**src/rtl/elevator_ctrl_if.sv**
```systemverilog
// rtl/elevator_ctrl_if.sv - Cab call/status bundle between the controller and its host
interface elevator_ctrl_if;
  logic [7:0] call_req;
  logic       emergency_stop;
  logic [2:0] floornum;
  logic [1:0] state;
  logic       door_open;
  logic [7:0] pending;

  modport master (
    output call_req,
    output emergency_stop,
    input  floornum,
    input  state,
    input  door_open,
    input  pending
  );

  modport slave (
    input  call_req,
    input  emergency_stop,
    output floornum,
    output state,
    output door_open,
    output pending
  );
endinterface

```
**src/rtl/elevator_ctrl.sv**
```systemverilog
// rtl/elevator_ctrl.sv - SCAN elevator motion controller
// Latches floor calls, times travel and door dwell, drives floor/direction display codes.
module elevator_ctrl #(
  parameter int NUM_FLOORS    = 8,
  parameter int TRAVEL_CYCLES = 50,
  parameter int DOOR_CYCLES   = 100,
  parameter int CNT_W         = 8
) (
  input  logic            clk,
  input  logic            rst_n,
  elevator_ctrl_if.slave  bus
);

  typedef enum logic [1:0] {IDLE, MOVE_UP, MOVE_DOWN, DOOR} fsm_t;

  localparam logic [1:0]       ST_IDLE     = 2'b00;
  localparam logic [1:0]       ST_UP       = 2'b01;
  localparam logic [1:0]       ST_DOWN     = 2'b10;
  localparam logic [2:0]       TOP_FLOOR   = 3'(NUM_FLOORS - 1);
  localparam logic [CNT_W-1:0] TRAVEL_LAST = CNT_W'(TRAVEL_CYCLES - 1);
  localparam logic [CNT_W-1:0] DOOR_LAST   = CNT_W'(DOOR_CYCLES - 1);
  localparam logic [CNT_W-1:0] CNT_ONE     = CNT_W'(1);

  fsm_t             fsm_q;
  logic             dir_up_q;
  logic [CNT_W-1:0] timer_q;
  logic [2:0]       floor_q;
  logic [7:0]       pending_q;
  logic [1:0]       state_q;
  logic             door_q;

  logic [7:0] pend_nxt;
  logic [7:0] pend_clr;
  logic [7:0] arr_clr;
  logic [2:0] arr_floor;
  logic       here_cur, above_cur, below_cur;
  logic       here_arr, above_arr, below_arr;
  logic       ahead_arr, behind_arr, fwd_cur, rev_cur;
  logic       travel_done, door_done, at_limit, moving_up;

  // Decisions look at the calls arriving on this edge as well as the latched ones.
  always_comb begin
    pend_nxt  = pending_q | bus.call_req;
    moving_up = (fsm_q == MOVE_UP);
    arr_floor = (fsm_q == MOVE_DOWN) ? floor_q - 3'd1 : floor_q + 3'd1;
    pend_clr  = pend_nxt & ~(8'b1 << floor_q);
    arr_clr   = pend_nxt & ~(8'b1 << arr_floor);
    here_cur  = pend_nxt[floor_q];
    here_arr  = pend_nxt[arr_floor];
    above_cur = 1'b0;
    below_cur = 1'b0;
    above_arr = 1'b0;
    below_arr = 1'b0;
    for (int i = 0; i < NUM_FLOORS; i++) begin
      if (i > int'(floor_q))   above_cur = above_cur | pend_nxt[i];
      if (i < int'(floor_q))   below_cur = below_cur | pend_nxt[i];
      if (i > int'(arr_floor)) above_arr = above_arr | pend_nxt[i];
      if (i < int'(arr_floor)) below_arr = below_arr | pend_nxt[i];
    end
    ahead_arr   = moving_up ? above_arr : below_arr;
    behind_arr  = moving_up ? below_arr : above_arr;
    fwd_cur     = dir_up_q ? above_cur : below_cur;
    rev_cur     = dir_up_q ? below_cur : above_cur;
    travel_done = (timer_q == TRAVEL_LAST);
    door_done   = (timer_q == DOOR_LAST);
    at_limit    = (moving_up && floor_q == TOP_FLOOR) ||
                  (fsm_q == MOVE_DOWN && floor_q == 3'd0);
  end

  always_ff @(posedge clk or negedge rst_n) begin
    if (!rst_n) begin
      fsm_q     <= IDLE;
      dir_up_q  <= 1'b1;
      timer_q   <= '0;
      floor_q   <= '0;
      pending_q <= '0;
      state_q   <= ST_IDLE;
      door_q    <= 1'b0;
    end else if (bus.emergency_stop) begin
      // Frozen: only call latching continues; the display shows no motion.
      pending_q <= (fsm_q == DOOR) ? pend_clr : pend_nxt;
      state_q   <= ST_IDLE;
    end else begin
      case (fsm_q)
        IDLE: begin
          timer_q <= '0;
          if (here_cur) begin
            fsm_q     <= DOOR;
            door_q    <= 1'b1;
            pending_q <= pend_clr;
            state_q   <= ST_IDLE;
          end else begin
            pending_q <= pend_nxt;
            if (above_cur) begin
              fsm_q    <= MOVE_UP;
              dir_up_q <= 1'b1;
              state_q  <= ST_UP;
            end else if (below_cur) begin
              fsm_q    <= MOVE_DOWN;
              dir_up_q <= 1'b0;
              state_q  <= ST_DOWN;
            end else begin
              state_q  <= ST_IDLE;
            end
          end
        end

        MOVE_UP, MOVE_DOWN: begin
          pending_q <= pend_nxt;
          if (!travel_done) begin
            timer_q <= timer_q + CNT_ONE;
            state_q <= moving_up ? ST_UP : ST_DOWN;
          end else if (at_limit) begin
            fsm_q   <= IDLE;
            timer_q <= '0;
            state_q <= ST_IDLE;
          end else begin
            floor_q <= arr_floor;
            timer_q <= '0;
            if (here_arr) begin
              fsm_q     <= DOOR;
              door_q    <= 1'b1;
              pending_q <= arr_clr;
              state_q   <= ST_IDLE;
            end else if (ahead_arr) begin
              state_q <= moving_up ? ST_UP : ST_DOWN;
            end else if (behind_arr) begin
              fsm_q    <= moving_up ? MOVE_DOWN : MOVE_UP;
              dir_up_q <= !moving_up;
              state_q  <= moving_up ? ST_DOWN : ST_UP;
            end else begin
              fsm_q   <= IDLE;
              state_q <= ST_IDLE;
            end
          end
        end

        DOOR: begin
          pending_q <= pend_clr;
          state_q   <= ST_IDLE;
          if (bus.call_req[floor_q]) begin
            timer_q <= '0;
          end else if (!door_done) begin
            timer_q <= timer_q + CNT_ONE;
          end else begin
            door_q  <= 1'b0;
            timer_q <= '0;
            if (fwd_cur) begin
              fsm_q   <= dir_up_q ? MOVE_UP : MOVE_DOWN;
              state_q <= dir_up_q ? ST_UP : ST_DOWN;
            end else if (rev_cur) begin
              fsm_q    <= dir_up_q ? MOVE_DOWN : MOVE_UP;
              dir_up_q <= !dir_up_q;
              state_q  <= dir_up_q ? ST_DOWN : ST_UP;
            end else begin
              fsm_q <= IDLE;
            end
          end
        end

        default: fsm_q <= IDLE;
      endcase
    end
  end

  assign bus.floornum  = floor_q;
  assign bus.state     = state_q;
  assign bus.door_open = door_q;
  assign bus.pending   = pending_q;

endmodule

```
**src/flat_wrapper.sv**
```systemverilog
// flat-port wrapper written by rule: the top's interface ports become plain ports
module elevator_ctrl_flat 
#(
  parameter int NUM_FLOORS    = 8,
  parameter int TRAVEL_CYCLES = 50,
  parameter int DOOR_CYCLES   = 100,
  parameter int CNT_W         = 8
)
  (clk, rst_n, bus_call_req, bus_emergency_stop, bus_floornum, bus_state, bus_door_open, bus_pending);
  elevator_ctrl_if bus_i ();
  input  logic clk;
  input  logic rst_n;
  input wire logic [$bits(bus_i.call_req)-1:0] bus_call_req;
  input wire logic [$bits(bus_i.emergency_stop)-1:0] bus_emergency_stop;
  output wire logic [$bits(bus_i.floornum)-1:0] bus_floornum;
  output wire logic [$bits(bus_i.state)-1:0] bus_state;
  output wire logic [$bits(bus_i.door_open)-1:0] bus_door_open;
  output wire logic [$bits(bus_i.pending)-1:0] bus_pending;
  assign bus_i.call_req = bus_call_req;
  assign bus_i.emergency_stop = bus_emergency_stop;
  assign bus_floornum = bus_i.floornum;
  assign bus_state = bus_i.state;
  assign bus_door_open = bus_i.door_open;
  assign bus_pending = bus_i.pending;
  elevator_ctrl #(.NUM_FLOORS(NUM_FLOORS), .TRAVEL_CYCLES(TRAVEL_CYCLES), .DOOR_CYCLES(DOOR_CYCLES), .CNT_W(CNT_W)) u_core (.clk(clk), .rst_n(rst_n), .bus(bus_i));
endmodule
```
**config.mk**
```make
export PLATFORM = sky130hd
export DESIGN_NAME = elevator_ctrl_flat
export DESIGN_NICKNAME = d
export VERILOG_FILES = /design/src/rtl/elevator_ctrl_if.sv /design/src/rtl/elevator_ctrl.sv /design/src/flat_wrapper.sv
export SDC_FILE = /design/constraint.sdc
export NUM_CORES = 1
export LEC_CHECK = 0
export CORE_MARGIN = 10
export CORE_UTILIZATION = 39
export CTS_BUF_LIST = sky130_fd_sc_hd__clkbuf_4 sky130_fd_sc_hd__clkbuf_8 sky130_fd_sc_hd__clkbuf_16
export DETAILED_ROUTE_END_ITERATION = 8
export SLEW_MARGIN = 40
export SYNTH_ARGS = -nofsm -noshare
export SYNTH_HDL_FRONTEND = slang
export SYNTH_SLANG_ARGS = --single-unit
export TNS_END_PERCENT = 5
```
**constraint.sdc**
```tcl
create_clock -name clk -period 4.65 [get_ports clk]
set_input_delay 0.465 -clock clk [delete_from_list [all_inputs] [get_ports clk]]
set_output_delay 0.465 -clock clk [all_outputs]
set_load 0.03 [all_outputs]
```
==> impl_summary.txt <==
----------------------------------------------------
[Run status]
  Run status ... finished, final reports clean

[Die]
  Die Wd ... 98.5 um
  Std cell rows ... 28
  Number of placed I/O pins ... 25
  Area of the core ... 5960 um2
  Die area ... 9710 um2
  Vertical extent of the die ... 98.5 um
  Initial Utilization ... 0.404

[Setup path]
  Nature of the critical path endpoint ... flip-flop
  Startpoint type of the worst setup path ... flip-flop
  Arrival @ worst endpoint ... 3.71 ns
  Register-to-Register Path Depth ... 9
  Crit path required time ... 4.80 ns
  Critical Setup Path Class ... reg -> reg
  Biggest fanout along the worst timing path ... 14

[Clocking]
  H-Tree Level Count ... 1
  Source-to-sink clock delay at the later pin of the worst-skew pair ... 0.28 ns
  Clk sinks ... 25
  CTS max path bufs ... 2
  TritonCTS clock tree ... built
  Hold-fix buffer count after cts ... 0
  Number of buffers created by CTS ... 3
  Number of gates resized after cts ... 0
  Clock transition at path regs ... around 0.11 ns
  Cell chosen for the clock root ... clkbuf_8
  Post CTS Setup Buffer Count ... 0

[Final layout]
  Number of filler cells placed in the layout ... between 500 and 600
  Synth-to-layout area growth ... 14.2%
  Area taken by multi-input logic gates ... 1680 um2
  Share of final-layout standard cells stronger than drive strength 1 ... 0.0814
  Top library cells by usage in the layout, fill and taps aside ... 28 x o21ai_0, 26 x nor2_1, 24 x clkdlybuf4s50_1, 24 x dfrtp_1, 17 x a21oi_1
  Fin util ... 0.461
  Final-stage net count ... 334
  Register area ... approximately 630 um2
  Final antenna diode count ... 0
  Leading cell type in the layout, fill and taps excluded ... o21ai_0

[Synthesis]
  Most frequently used flop master after synthesis ... dfrtp_1
  Number of library cell types mapped by synthesis ... 62
  Sequential fraction of the synthesis area ... 0.261
  Synthesized netlist net count ... between 300 and 400
  Cell types with the largest area share after synthesis ... dfrtp_1 25%, ha_1 7.8%, o21ai_0 5.8%
  Share of Yosys cell area claimed by the top area cell type ... 0.250
  Share of synthesized flip-flops with an asynchronous set or reset ... 1.00
  Number of instances in the synthesized netlist ... 289
  Number of enable flip-flop cells after synthesis ... 0
  Flops & latches, synth ... 25
  Mapped Avg Cell Area ... 8.33 um2
  Cell area after technology mapping ... 2410 um2
  Top cell type by total area after synthesis ... dfrtp_1
  Number of warnings printed during yosys synthesis ... 0

[Timing]
  Max_slew headroom ... 0.520
  Fin Clk Skew ... 0.00692 ns
  Max-slew violation total from the final report ... 0
  Final-report setup violation count ... 0
  Final worst hold slack ... between 0.5 and 0.6 ns
  Final hold violation count ... 0
  Portion of the clock cycle consumed by the worst path in the final layout ... 0.766
  Slew at the pin closest to its max-slew limit ... 0.720 ns
  Final worst path period need ... 3.56 ns
  Setup repair after global routing missed its margin ... false
  Total Neg Setup Slack ... 0 ns
  Max frequency ... 281 MHz

[Drt]
  Initial DRT Pass Iterations ... 6
  Total Routed Length ... 7660 um
  DRC viols ... 0
  Final routed wire length divided by cell count ... 20.1 um
  Iteration-0 DRC Markers ... roughly 330
  Remaining antenna violation count after routing ... 0
  Routed via count divided by cell count ... about 6.6
  Via count ... 2540

[Global routing]
  First-pass GRT wire length ... 12500 um
  Vias in the first global route ... roughly 2.3k
  Antenna violations before repair ... 0
  Residual overflow from global routing ... 0
  Total track usage ... 0.151
  Maximum number of pins on one net before global-route repair ... 26

[Power]
  Maximum vdd drop ... 0.254 mV
  Power density over the cells ... 561 nW/um2
  Static leakage ... 1.07 nW

[Worst hold path]
  Hold Crit Class ... in -> async

[Placed design]
  Final GP Congestion ... 0.944
  HPWL reported at the end of detailed placement ... 5590 um
  Number of port buffers ... 24

[Job]
  Number of maximum-capacitance violations ... 0

----------------------------------------------------
[metrics by stage]
step	total power, mW	cells	cell area (um2)	setup WS [ns]
after floorplan	1.07	289	2410	1.54
after global placement	1.38	378	2700	1.14
after detailed placement	1.38	378	2700	1.21
after CTS	1.53	382	2750	1.19
after global routing	1.65	382	2750	0.993
final	1.54	382	2750	1.09
[layout make-up]
type                            count  area share
Multi-Input combinational cell    240       0.611
Sequential cell                    25       0.228
Timing Repair Buffer               26      0.0929
Tap cell                           75      0.0342
Inverter                           12      0.0164
Clock buffer                        3      0.0150
Clock inverter                      1     0.00273
[sequential cells by signal, summed over array words and instances (netlist names)]
register	count
u_core.timer_q	8
u_core.bus.pending	8
u_core.dir_up_q	1
u_core.bus.door_open	1
u_core.bus.floornum	3
u_core.bus.state	2
u_core.fsm_q	2
[Yosys cell counts, drive strengths merged, types with 6 or more instances]
cell type and count:
mux2i 6, o21ai 29, nor2b 6, inv 12
a31oi 6, nand2 16, nor3 11, nor2 26
dfrtp 24, a21oi 17, ha 15, clkbuf 8
o21a 6, nand3 10
[cells by family (layout without fill, tap and decap cells)]
group / Yosys count / count (layout) / synth area share
AO/OA/AOI/OAI: 110 / 110 / 0.317
XOR/XNOR: 3 / 3 / 0.0109
adder cells (fa/ha/maj): 15 / 15 / 0.0780
buffers and inverters: 24 / 42 / 0.0421
flip-flops: 25 / 25 / 0.261
multiplexers: 14 / 14 / 0.0827
AND/OR/NAND/NOR: 98 / 98 / 0.209
[worst paths after layout]
| check | start | to | slack (ns) |
|---|---|---|---|
| max | u_core.bus.floornum[1]$_DFFE_PN0P_ | u_core.bus.door_open$_DFFE_PN0P_ | 1.09 |
| min | rst_n | u_core.bus.door_open$_DFFE_PN0P_ | 0.54 |
| max reg2reg | u_core.bus.floornum[1]$_DFFE_PN0P_ | u_core.bus.door_open$_DFFE_PN0P_ | 1.09 |
| min reg2reg | u_core.bus.door_open$_DFFE_PN0P_ | u_core.bus.door_open$_DFFE_PN0P_ | 0.54 |
| max in group asynchronous | rst_n | u_core.dir_up_q$_DFFE_PN1P_ | 3.81 |
| min in group clk | u_core.bus.door_open$_DFFE_PN0P_ | u_core.bus.door_open$_DFFE_PN0P_ | 0.54 |
[routing by layer]
layer | GRT usage | routed length, um | up-vias
met4 | 0.0573 | 227 | 0
met1 | 0.208 | 3370 | 1195
met5 | 0 | 0 | -
li1 | - | - | 1158
met2 | 0.228 | 3420 | 165
met3 | 0.0265 | 644 | 22
[report_power, final]
part | internal [mW] | total, mW | leakage [nW] | switching (mW)
sequential | 0.290 | 0.372 | 0.308 | 0.0817
clock | 0.0610 | 0.145 | 0.0217 | 0.0839
combinational | 0.402 | 1.02 | 0.742 | 0.622
total | 0.754 | 1.54 | 1.07 | 0.788
[worst max-delay path: stages (launching register included)]
cell and delay, ns:
dfrtp_1 0.66, inv_1 0.22, ha_1 0.53, nor3_1 0.10, a31oi_1 0.51, o32ai_1 0.31, nor3_1 0.40, o21ai_0 0.20
a221o_1 0.36, mux2i_1 0.13
Power figures use the tool's default switching activity.
